File: src/rtl/pipelined_barrel_shifter_if.sv
// Handshake and data bundle for pipelined_barrel_shifter.
// The master side feeds operands and accepts results; the slave side is the shifter.
interface pipelined_barrel_shifter_if #(
  parameter int unsigned WIDTH = 32,
  parameter int unsigned AMT_W = 5
);
  logic             IN_VALID;
  logic             IN_READY;
  logic [2:0]       SH_MODE;
  logic [AMT_W-1:0] SH_AMT;
  logic [WIDTH-1:0] D_IN;
  logic             OUT_VALID;
  logic             OUT_READY;
  logic [WIDTH-1:0] D_OUT;
  logic             C_OUT;
  logic             Z_OUT;
  logic             ERR_OUT;

  modport master (
    output IN_VALID, SH_MODE, SH_AMT, D_IN, OUT_READY,
    input  IN_READY, OUT_VALID, D_OUT, C_OUT, Z_OUT, ERR_OUT
  );

  modport slave (
    input  IN_VALID, SH_MODE, SH_AMT, D_IN, OUT_READY,
    output IN_READY, OUT_VALID, D_OUT, C_OUT, Z_OUT, ERR_OUT
  );
endinterface

File: src/rtl/pipelined_barrel_shifter.sv
// Pipelined barrel shifter: one power-of-two shift per registered stage,
// LSL/LSR/ASR/ROL/ROR with carry-out, zero and illegal-mode flags.
module pipelined_barrel_shifter #(
  parameter int unsigned WIDTH = 32,
  parameter int unsigned AMT_W = 5
) (
  input logic                  CLK,
  input logic                  RST_N,
  pipelined_barrel_shifter_if.slave bus
);

  typedef enum logic [2:0] {
    MODE_LSL = 3'b000,
    MODE_LSR = 3'b001,
    MODE_ASR = 3'b010,
    MODE_ROL = 3'b011,
    MODE_ROR = 3'b100
  } sh_mode_e;

  if (WIDTH < 8 || WIDTH > 64 || (WIDTH & (WIDTH - 1)) != 0) begin : g_bad_width
    $error("pipelined_barrel_shifter: WIDTH must be a power of two in 8..64");
  end
  if (AMT_W != $clog2(WIDTH)) begin : g_bad_amt_w
    $error("pipelined_barrel_shifter: AMT_W must equal log2(WIDTH)");
  end

  logic [WIDTH-1:0] r_data  [AMT_W];
  logic [2:0]       r_mode  [AMT_W];
  logic [AMT_W-1:0] r_amt   [AMT_W];
  logic             r_carry [AMT_W];
  logic             r_err   [AMT_W];
  logic             r_valid [AMT_W];

  logic [WIDTH-1:0] w_nxt_data  [AMT_W];
  logic [2:0]       w_nxt_mode  [AMT_W];
  logic [AMT_W-1:0] w_nxt_amt   [AMT_W];
  logic             w_nxt_carry [AMT_W];
  logic             w_nxt_err   [AMT_W];
  logic             w_nxt_valid [AMT_W];

  logic w_adv;

  assign w_adv = bus.OUT_READY | ~r_valid[AMT_W-1];

  for (genvar k = 0; k < AMT_W; k++) begin : g_stage
    localparam int unsigned SH = 1 << k;

    logic [WIDTH-1:0] w_d;
    logic [2:0]       w_m;
    logic             w_amt_bit;
    logic             w_c;
    logic             w_e;
    logic [WIDTH-1:0] w_nd;
    logic             w_nc;

    if (k == 0) begin : g_src_in
      assign w_d            = bus.D_IN;
      assign w_m            = bus.SH_MODE;
      assign w_amt_bit      = bus.SH_AMT[k];
      assign w_c            = 1'b0;
      assign w_e            = (bus.SH_MODE > MODE_ROR);
      assign w_nxt_amt[k]   = bus.SH_AMT;
      assign w_nxt_valid[k] = bus.IN_VALID;
    end else begin : g_src_reg
      assign w_d            = r_data[k-1];
      assign w_m            = r_mode[k-1];
      assign w_amt_bit      = r_amt[k-1][k];
      assign w_c            = r_carry[k-1];
      assign w_e            = r_err[k-1];
      assign w_nxt_amt[k]   = r_amt[k-1];
      assign w_nxt_valid[k] = r_valid[k-1];
    end

    // ASR fills from the current MSB; earlier ASR stages already replicated the
    // original sign there, so this equals filling with the original sign bit.
    always_comb begin
      w_nd = w_d;
      w_nc = w_c;
      if (w_amt_bit && !w_e) begin
        case (w_m)
          MODE_LSL: begin
            w_nd = {w_d[WIDTH-SH-1:0], {SH{1'b0}}};
            w_nc = w_d[WIDTH-SH];
          end
          MODE_LSR: begin
            w_nd = {{SH{1'b0}}, w_d[WIDTH-1:SH]};
            w_nc = w_d[SH-1];
          end
          MODE_ASR: begin
            w_nd = {{SH{w_d[WIDTH-1]}}, w_d[WIDTH-1:SH]};
            w_nc = w_d[SH-1];
          end
          MODE_ROL: begin
            w_nd = {w_d[WIDTH-SH-1:0], w_d[WIDTH-1:WIDTH-SH]};
            w_nc = w_d[WIDTH-SH];
          end
          MODE_ROR: begin
            w_nd = {w_d[SH-1:0], w_d[WIDTH-1:SH]};
            w_nc = w_d[SH-1];
          end
          default: begin
            w_nd = w_d;
            w_nc = w_c;
          end
        endcase
      end
    end

    assign w_nxt_data[k]  = w_nd;
    assign w_nxt_carry[k] = w_nc;
    assign w_nxt_mode[k]  = w_m;
    assign w_nxt_err[k]   = w_e;
  end

  always_ff @(posedge CLK) begin
    if (!RST_N) begin
      for (int unsigned k = 0; k < AMT_W; k++) begin
        r_data[k]  <= '0;
        r_mode[k]  <= '0;
        r_amt[k]   <= '0;
        r_carry[k] <= 1'b0;
        r_err[k]   <= 1'b0;
        r_valid[k] <= 1'b0;
      end
    end else if (w_adv) begin
      for (int unsigned k = 0; k < AMT_W; k++) begin
        r_data[k]  <= w_nxt_data[k];
        r_mode[k]  <= w_nxt_mode[k];
        r_amt[k]   <= w_nxt_amt[k];
        r_carry[k] <= w_nxt_carry[k];
        r_err[k]   <= w_nxt_err[k];
        r_valid[k] <= w_nxt_valid[k];
      end
    end
  end

  assign bus.IN_READY  = w_adv;
  assign bus.OUT_VALID = r_valid[AMT_W-1];
  assign bus.D_OUT     = r_data[AMT_W-1];
  assign bus.C_OUT     = r_carry[AMT_W-1];
  assign bus.ERR_OUT   = r_err[AMT_W-1];
  assign bus.Z_OUT     = (r_data[AMT_W-1] == '0);

endmodule

File: src/flat_wrapper.sv
// flat-port wrapper written by rule: the top's interface ports become plain ports
module pipelined_barrel_shifter_flat 
#(
  parameter int unsigned WIDTH = 32,
  parameter int unsigned AMT_W = 5
)
  (CLK, RST_N, bus_IN_VALID, bus_SH_MODE, bus_SH_AMT, bus_D_IN, bus_OUT_READY, bus_IN_READY, bus_OUT_VALID, bus_D_OUT, bus_C_OUT, bus_Z_OUT, bus_ERR_OUT);
  pipelined_barrel_shifter_if #(.WIDTH(WIDTH), .AMT_W(AMT_W)) bus_i ();
  input logic CLK;
  input logic RST_N;
  input wire logic [$bits(bus_i.IN_VALID)-1:0] bus_IN_VALID;
  input wire logic [$bits(bus_i.SH_MODE)-1:0] bus_SH_MODE;
  input wire logic [$bits(bus_i.SH_AMT)-1:0] bus_SH_AMT;
  input wire logic [$bits(bus_i.D_IN)-1:0] bus_D_IN;
  input wire logic [$bits(bus_i.OUT_READY)-1:0] bus_OUT_READY;
  output wire logic [$bits(bus_i.IN_READY)-1:0] bus_IN_READY;
  output wire logic [$bits(bus_i.OUT_VALID)-1:0] bus_OUT_VALID;
  output wire logic [$bits(bus_i.D_OUT)-1:0] bus_D_OUT;
  output wire logic [$bits(bus_i.C_OUT)-1:0] bus_C_OUT;
  output wire logic [$bits(bus_i.Z_OUT)-1:0] bus_Z_OUT;
  output wire logic [$bits(bus_i.ERR_OUT)-1:0] bus_ERR_OUT;
  assign bus_i.IN_VALID = bus_IN_VALID;
  assign bus_i.SH_MODE = bus_SH_MODE;
  assign bus_i.SH_AMT = bus_SH_AMT;
  assign bus_i.D_IN = bus_D_IN;
  assign bus_i.OUT_READY = bus_OUT_READY;
  assign bus_IN_READY = bus_i.IN_READY;
  assign bus_OUT_VALID = bus_i.OUT_VALID;
  assign bus_D_OUT = bus_i.D_OUT;
  assign bus_C_OUT = bus_i.C_OUT;
  assign bus_Z_OUT = bus_i.Z_OUT;
  assign bus_ERR_OUT = bus_i.ERR_OUT;
  pipelined_barrel_shifter #(.WIDTH(WIDTH), .AMT_W(AMT_W)) u_core (.CLK(CLK), .RST_N(RST_N), .bus(bus_i));
endmodule
File: config.mk
export PLATFORM = sky130hd
export DESIGN_NAME = pipelined_barrel_shifter_flat
export DESIGN_NICKNAME = d
export VERILOG_FILES = /design/src/rtl/pipelined_barrel_shifter_if.sv /design/src/rtl/pipelined_barrel_shifter.sv /design/src/flat_wrapper.sv
export SDC_FILE = /design/constraint.sdc
export NUM_CORES = 1
export LEC_CHECK = 0
export CAP_MARGIN = 40
export CORE_MARGIN = 5
export CORE_UTILIZATION = 55
export DETAILED_ROUTE_END_ITERATION = 6
export HOLD_SLACK_MARGIN = 0.03
export MAX_ROUTING_LAYER = met4
export PLACE_DENSITY = 0.75
export SKIP_CTS_REPAIR_TIMING = 1
export SYNTH_ARGS = -nofsm -noshare
export SYNTH_HDL_FRONTEND = slang
export SYNTH_SLANG_ARGS = --single-unit
export TNS_END_PERCENT = 50
File: constraint.sdc
create_clock -name CLK -period 9.6 [get_ports CLK]
set_input_delay 1.44 -clock CLK [delete_from_list [all_inputs] [get_ports CLK]]
set_output_delay 1.44 -clock CLK [all_outputs]
set_load 0.005 [all_outputs]
## After elaboration in Yosys (flattened, before gate mapping)

Memories as Yosys holds them, arrays and structs flattened.
Cells that the tools add are included.

- Bits in registers: 0
- Bits in writable memories: 215
- Bits of input ports: 44
- Output and inout port bits: 37
- Logic and storage cells: 140
- Memories: 6

Memories:

| name | words | bits a word | read ports | clocked after Yosys merged registers in | write ports | RTL line | source |
|---|---|---|---|---|---|---|---|
| u_core.r_data | 5 | 32 | 5 | 0 | 5 | pipelined_barrel_shifter.sv:27 | `logic [WIDTH-1:0] r_data [AMT_W];` |
| u_core.r_amt | 5 | 5 | 4 | 0 | 5 | pipelined_barrel_shifter.sv:29 | `logic [AMT_W-1:0] r_amt [AMT_W];` |
| u_core.r_mode | 5 | 3 | 4 | 0 | 5 | pipelined_barrel_shifter.sv:28 | `logic [2:0] r_mode [AMT_W];` |
| u_core.r_carry | 5 | 1 | 5 | 0 | 5 | pipelined_barrel_shifter.sv:30 | `logic r_carry [AMT_W];` |
| u_core.r_err | 5 | 1 | 5 | 0 | 5 | pipelined_barrel_shifter.sv:31 | `logic r_err [AMT_W];` |
| u_core.r_valid | 5 | 1 | 5 | 0 | 5 | pipelined_barrel_shifter.sv:32 | `logic r_valid [AMT_W];` |

- Order comparisons: 1
- Eq/ne operators: 20
- Muxes and demuxes: 54
- Bitwise gates (word level): 32
- Reductions and logical operators: 27

Operators by type and width:

| cell | count |
|---|---|
| $pmux 32 s5 | 4 |
| $mux 32 | 10 |
| $pmux 32 s4 | 1 |
| $logic_not 32->1 | 1 |
| $or 1x1->1 | 31 |
| $eq 3x2->1 const B | 10 |
| $mux 5 | 5 |
| $mux 1 | 24 |
| $eq 3x1->1 const B | 5 |
| $eq 3x3->1 const B | 5 |
| $logic_not 3->1 | 5 |
| $mux 3 | 5 |
| $reduce_or 3->1 | 5 |
| $reduce_or 2->1 | 6 |
| $pmux 1 s2 | 5 |
| $logic_and 1x1->1 | 5 |
| $logic_not 1->1 | 5 |
| $gt 3x3->1 const B | 1 |
| $not 1->1 | 1 |

## Depth between registers and ports, before layout

An unclocked memory read counts as a cell.

- Depth after elaboration: 7
- Depth in mapped cells: 6
- Gate-level depth less buffers: 3

## Least setup slack after synthesis

No wires, ideal clock.

- Path type: input to register
- Start point: in RST_N
- End point: mem u_core.r_amt[2][3] (netlist: u_core.r_amt[0][13]), enable pin
- Library setup time: 2.038 ns
- Arrival time: 5.999 ns
- Data required time: 7.562 ns
- Path slack: 1.563 ns
- Cell stages on the path: 2
- Buffers on the path: 1
- Cells stage by stage: clkbuf_1 -> nand3b_1

RTL lines:

| item | RTL line | source |
|---|---|---|
| start: declaration | flat_wrapper.sv:10 | `input logic RST_N;` |
| end: declaration | pipelined_barrel_shifter.sv:29 |  |

## Worst setup path in the final report

- Start point: in bus_OUT_READY
- End point: out bus_IN_READY

- Word-level cells in the longest chain between the ends: 1

RTL lines:

| item | RTL line | source |
|---|---|---|
| start: declaration | flat_wrapper.sv:15 | `input wire logic [$bits(bus_i.OUT_READY)-1:0] bus_OUT_READY;` |
| $or 1x1->1 | pipelined_barrel_shifter.sv:43 | `assign w_adv = bus.OUT_READY \| ~r_valid[AMT_W-1];` |
| end: declaration | flat_wrapper.sv:16 | `output wire logic [$bits(bus_i.IN_READY)-1:0] bus_IN_READY;` |

Every way passes these cells.

==> results by group <==
Status
  • Status: complete, no violations

STA
  • Fin. Hold Viols: 0
  • Unrepaired setup endpoints after global routing: no
  • Fin crit share: 41.25%
  • Min Tclk post-route: 3.960 ns
  • Endpoints failing setup: 0
  • Final clock skew: 0.008567 ns
  • Worst-Margin Slew: 1.064 ns
  • FMAX: 252.5 MHz
  • Max_slew headroom: 29.04%
  • Setup slack after layout: 5.640 ns
  • Setup TNS Final: 0 ns
  • Max-slew violations: 0

Placement
  • Gpl congestion: 0.8986
  • PortBufs: 80
  • DPL Wire Length: 19080 µm
  • Dpl ws: 5.509 ns
  • DP Area: 0.01320 mm²

Clock tree
  • Clk root buf: clkbuf_16
  • Htree depth: 4
  • CTS Buf Count: 17
  • Sinks on Clock Net: 197
  • Max Buffers Root-to-Sink: 2
  • Clk_lat worst skew: 0.43 ns
  • CTS tree: built
  • CTS clk-pin slew, worst paths: 0.07 ns

Global routing
  • Pin count of the biggest net entering global routing: 198
  • Met2 GRT Util: 38.33%
  • Gr usage total: 22.65%
  • Initial antenna violation count: 0
  • Met1 GRT Util: 27.50%
  • Global route overflow: 0
  • M3 GR Usage: 2.397%
  • Vias in the first global route: 9088
  • GR peak layer: met2
  • Global-route wire length before repair: 47130 µm

Route
  • Final WL: 28690 µm
  • Antenna Nets Post-Route: 0
  • Iteration-0 DRC Markers: 1144
  • Vias per cell: 6.890
  • First drt pass iteration count: 6
  • Remaining DRCs: 0
  • WL/cell: 20.36 µm
  • Routed via count: 9708

Yosys
  • Synth warn: 0
  • Area share of the largest cell type after synthesis: 48.03%
  • Synth area leaders: edfxtp_1 48%, a21oi_1 6.5%, mux2_2 4.9%
  • Seq/Total Area, Yosys: 48.03%
  • Syn_area_per_cell: 10.98 µm²
  • Synth Cell Area: 0.01232 mm²
  • Most common cell in the netlist: edfxtp_1
  • EDFF count, synth: 197
  • Synth cell count leaders: 197 x edfxtp_1, 160 x a21oi_1, 67 x a311oi_1
  • Syn nets: 1166
  • Library cells used by synthesis: 54
  • Post-synth top flop: edfxtp_1
  • Post-synth ARST share: 0%
  • Post-synthesis cell count: 1122
  • Flops & latches, synth: 197
  • Area leader, netlist: edfxtp_1

Floorplan
  • Die area: 0.02548 mm²
  • Core area: 0.02196 mm²
  • Standard-cell rows: 54
  • Die height: 159.6 µm
  • # IOs: 81
  • Starting Density: 56.09%
  • Die Span X: 159.6 µm

Critical path
  • FF-to-FF Start: u_core.r_valid[0][4]
  • CP dominant cell by count: clkdlybuf4s50_1
  • Critical Path RT: 8.16 ns
  • Critical R2R Capture: u_core.r_data[0][8]
  • Worst-path fanout max: 2
  • Critical Path Source Type: input pin
  • Register-to-Register Path Depth: 6
  • Worst-path cell chain: clkdlybuf4s50_1, nand2b_1, clkdlybuf4s50_1
  • CP Capture Point: bus_IN_READY
  • Slowest-stage cell, CP: clkdlybuf4s50_1
  • WS Path Type: in2out
  • WP buf/inv: 2
  • CP delay by family, top: buffers and inverters
  • Worst Path Arrival: 2.52 ns
  • Beginning of the critical path: bus_OUT_READY
  • Levels on crit path: 3
  • R2r setup slk: 7.02 ns
  • Max stage delay on crit path: 0.50 ns
  • Type of element capturing the critical path: primary output

Final layout
  • # nets final: 1160
  • Layout cell share with drive strength beyond 1: 16.92%
  • Fin area: 0.01381 mm²
  • N_diodes: 0
  • Synthesis-to-finish area growth: 12.13%
  • Final-layout fill cell count: 1697

Pwr
  • PwrDens: 153.9 mW/mm²
  • P_leak: 0.004581 µW
  • Peak VDD IR: 0.09558 mV

Flow run
  • Max cap viols: 0

Worst hold path
  • HP Class: reg2reg
  • Hold Crit Depth: 1
-- per-stage QoR --
stage | std cells | hold slack [ns] | total power (µW) | util (%)
final | 1409 | 0.5513 | 2125 | 62.89
after CTS | 1409 | 0.5500 | 2130 | 62.89
after floorplan | 1122 | 0.5279 | 1296 | -
after detailed placement | 1377 | 0.5369 | 1405 | 60.09
after global routing | 1409 | 0.5789 | 2198 | 62.89
after global placement | 1366 | 0.5312 | 1386 | 59.22
-- layer usage --
| metal | share of wire, % | vias to the layer above |
|---|---|---|
| li1 | - | 4522 |
| met5 | 0 | - |
| met1 | 40 | 4704 |
| met3 | 5.2 | 57 |
| met4 | 3.9 | 0 |
| met2 | 51 | 425 |
-- placed cells by master, fill, tap and decap left out, types with 31 or more instances in the layout --
| master | synthesis | routed |
|---|---|---|
| mux2_2 | 54 | 54 |
| nor3_1 | 31 | 31 |
| clkdlybuf4s50_1 | 0 | 80 |
| a21oi_1 | 160 | 160 |
| a311oi_1 | 67 | 67 |
| edfxtp_1 | 197 | 197 |
| nand3_1 | 36 | 36 |
| nand2_1 | 39 | 38 |
| o211ai_1 | 54 | 54 |
| inv_1 | 32 | 32 |
| o21ai_0 | 33 | 33 |
-- kinds of logic after synthesis --
kind of cell | synth area share, %
AOI/OAI and AO/OA | 28.21
DFF | 48.03
and+or+nand+nor | 10.12
buffers and inverters | 6.614
xor gates and xnor gates | 0.6199
muxes | 6.400
-- report_power, final --
group | internal, µW | switching [µW]
registers | 1010 | 63.9
logic | 144 | 173
clock network | 396 | 337
-- area by class of cell --
| type | count | area, µm² | share of cell area (%) |
|---|---|---|---|
| Clock buffer | 17 | 425.4 | 3.081 |
| Clock inverter | 15 | 188.9 | 1.368 |
| Inverter | 32 | 120.1 | 0.8698 |
| Multi-Input combinational cell | 754 | 5632 | 40.78 |
| Sequential cell | 197 | 5916 | 42.84 |
| Tap cell | 280 | 350.3 | 2.537 |
| Timing Repair Buffer | 114 | 1177 | 8.526 |
-- state kept, by name, summed over array words and instances (netlist names) --
register and cells:
u_core.r_valid 5, u_core.r_err 5, u_core.r_mode 12, u_core.r_carry 5, u_core.r_amt 10, u_core.r_data 160
-- worst min-delay path by stage --
| stage | startpoint | end | slack (ns) |
|---|---|---|---|
| after floorplan | u_core.r_amt[0][8] | u_core.r_amt[0][13] | 0.53 |
| after global placement | u_core.r_amt[0][9] | u_core.r_amt[0][14] | 0.53 |
| after detailed placement | u_core.r_amt[0][14] | u_core.r_amt[0][19] | 0.54 |
| after CTS | u_core.r_amt[0][14] | u_core.r_amt[0][19] | 0.55 |
| after global routing | u_core.r_amt[0][3] | u_core.r_amt[0][8] | 0.58 |
| final | u_core.r_amt[0][3] | u_core.r_amt[0][8] | 0.55 |
Note: power is estimated with default switching activity, not from simulation.
==> RTL change: new RTL, config.mk and constraints unchanged <==
Register the output `bus.ERR_OUT`, without a reset; this adds one clock of latency there.
--- a/src/rtl/pipelined_barrel_shifter.sv
+++ b/src/rtl/pipelined_barrel_shifter.sv
@@ -138,7 +138,9 @@
   assign bus.OUT_VALID = r_valid[AMT_W-1];
   assign bus.D_OUT     = r_data[AMT_W-1];
   assign bus.C_OUT     = r_carry[AMT_W-1];
-  assign bus.ERR_OUT   = r_err[AMT_W-1];
+  always_ff @(posedge CLK) begin
+    bus.ERR_OUT <= r_err[AMT_W-1];
+  end
   assign bus.Z_OUT     = (r_data[AMT_W-1] == '0);
 
 endmodule
Check against the original RTL: not equivalent (Yosys sat finds a counterexample within 10 cycles, from zero or initial values).
==> RTL change against the unedited design <==
Sequential cell count grew 1. Count of clock-buffer cells in the layout grew 1. Non-clock buffer count shrank 17. Synthesized cell count grew 2.6%. Global-route usage shrank 1.1 points. Synthesized area shrank 8.4%. Wire length shrank 13%. Combinational power shrank 17%. Utilization shrank 0.26 points. Worst setup slack lost 0.040 ns. Design area shrank 8.2%. Clock skew grew 0.00081 ns. Power shrank 5.0%. Largest cell class unchanged. Highest routed layer unchanged.
==> RTL change: results (changes against the unedited design) <==
Route
  – Vias post-DR: 8,814 (-9.2%)
  – Drt first pass iters: 6 (unchanged)
  – Metal-1 WL: 10.2 mm (-11%)
  – DR WL met3: 1.18 mm (-20%)
  – Drt total wl: 24.9 mm (-13%)
  – First DRT Iteration DRCs: 824 (-28%)
  – WL met2: 12.7 mm (-13%)

Final layout
  – # clk buffers: 18 (+1)
  – Multi-input combinational cell area: 4840 um2 (-14%)
  – Fill count: 1,620 (-4.5%)
  – Bufs w/o clock: 97 (-15%)
  – Sequential cell count: 198 (+0.51%)
  – ClkCell Share: 4.37% (-0.075 points)
  – # diodes: 0 (unchanged)
  – FF/Latch Area: 5940 um2 (+0.34%)
  – Inverter count: 4 (-88%)
  – Final Non-Filler Cells: 1,445 (+2.6%)
  – Signal buf overhead: 7.80% (-0.73 points)
  – Fraction of layout cells with a size suffix above 1: 8.43% (-8.5 points)
  – Largest regs: u_core.r_data: 160 flops, u_core.r_mode: 12 flops, u_core.r_amt: 10 flops
  – Comb_multi_in: 844 (+12%)

Global routing
  – Global-route wire length before repair: 40.8 mm (-14%)
  – Gr usage total: 21.5% (-1.1 points)
  – Vias in the first global route: 8,240 (-9.3%)

Placed design
  – Placement Setup Slack: 5.27 ns (-0.237 ns)
  – DP Area: 12,100 um2 (-8.2%)
  – Hpwl dp: 16.4 mm (-14%)
  – GP Congestion: 0.901 (+0.31%)

Worst hold path
  – Min-Delay Endpoint: u_core.bus.ERR_OUT$_DFF_P_
  – Hold Startpoint: u_core.r_err[4]$_SDFFCE_PN0P_
  – Hold depth: 0 (-1)

Worst setup path
  – Slowest cell on the critical path: clkdlybuf4s50_1
  – FF-to-FF End: u_core.r_data[3][25]$_SDFFCE_PN0P_
  – End of the critical path: bus_IN_READY
  – FF-to-FF Start: u_core.r_mode[0][7]$_SDFFCE_PN0P_
  – Max stage delay on crit path: 0.52 ns (+0.02 ns)
  – Crit-path max FO: 2 (unchanged)
  – R2R depth: 5 (-1)
  – Data arrival time of the worst path: 2.56 ns (+0.04 ns)
  – Reg-to-reg slack, setup: 6.48 ns (-0.54 ns)

Power and ir drop
  – Leak: 4.61 nW (+0.69%)
  – Pwr dens: 159 nW/um2 (+3.5%)
  – Worst VDD drop: 0.116 mV (+21%)

Synth
  – Post-synth cell types: 51 (-5.6%)
  – Commonest cells in the netlist: nand2_1, edfxtp_1, o21ai_0
  – Synth top area cells: edfxtp_1, nand2_1, o21ai_0
  – Mapped Cells: 1,151 (+2.6%)
  – Ys Warns: 0 (unchanged)
  – Fraction of registers with async set/reset: 0% (unchanged)
  – Sequential area share after synthesis: 52.6% (+4.6 points)

Run status
  – Outcome: finished clean

STA
  – Setup Skew: 0.00938 ns (+0.000809 ns)
  – Worst-Margin Slew: 0.984 ns (-0.0807 ns)
  – Final hold slack: 0.342 ns (-0.210 ns)
  – Final setup margin: 5.60 ns (-0.0404 ns)

Die
  – Cell Rows: 52 (-3.7%)

CTS
  – Max clock buf depth: 2 (unchanged)
  – Clock buffer count from CTS: 17 (unchanged)
  – H-tree depth: 4 (unchanged)
RTL change: cell types whose count changed in the layout (fill, tap and decap cells not counted), moves of 45 or more:
cell / before / now
a31oi_1: 2 / 82
nor2_1: 8 / 53
o21ai_0: 33 / 103
a21oi_1: 160 / 84
nand2_1: 38 / 234
a311oi_1: 67 / 0
o211ai_1: 54 / 0
o21ai_1: 1 / 51
RTL change: report_power, final:
part | switching, mW | internal [mW] | leakage, nW
registers | 0.0636 | 1.01 | 2.36
clock network | 0.318 | 0.361 | 0.276
logic | 0.142 | 0.121 | 1.98
total | 0.524 | 1.49 | 4.61
RTL change: per-layer routing:
metal | up-vias | GRT usage (%)
li1 | 4309 | -
met1 | 4142 | 24.8
met2 | 303 | 37.4
met3 | 60 | 3.25
met4 | 0 | 9.33
met5 | - | -
RTL change: cells by family after synthesis:
logic type	after synthesis	share of synthesized area [%]
simple gates	368	14.1
flops	198	52.6
compound gates	397	21.1
xor+xnor	8	0.754
mux	71	6.75
buf+inv	109	4.73
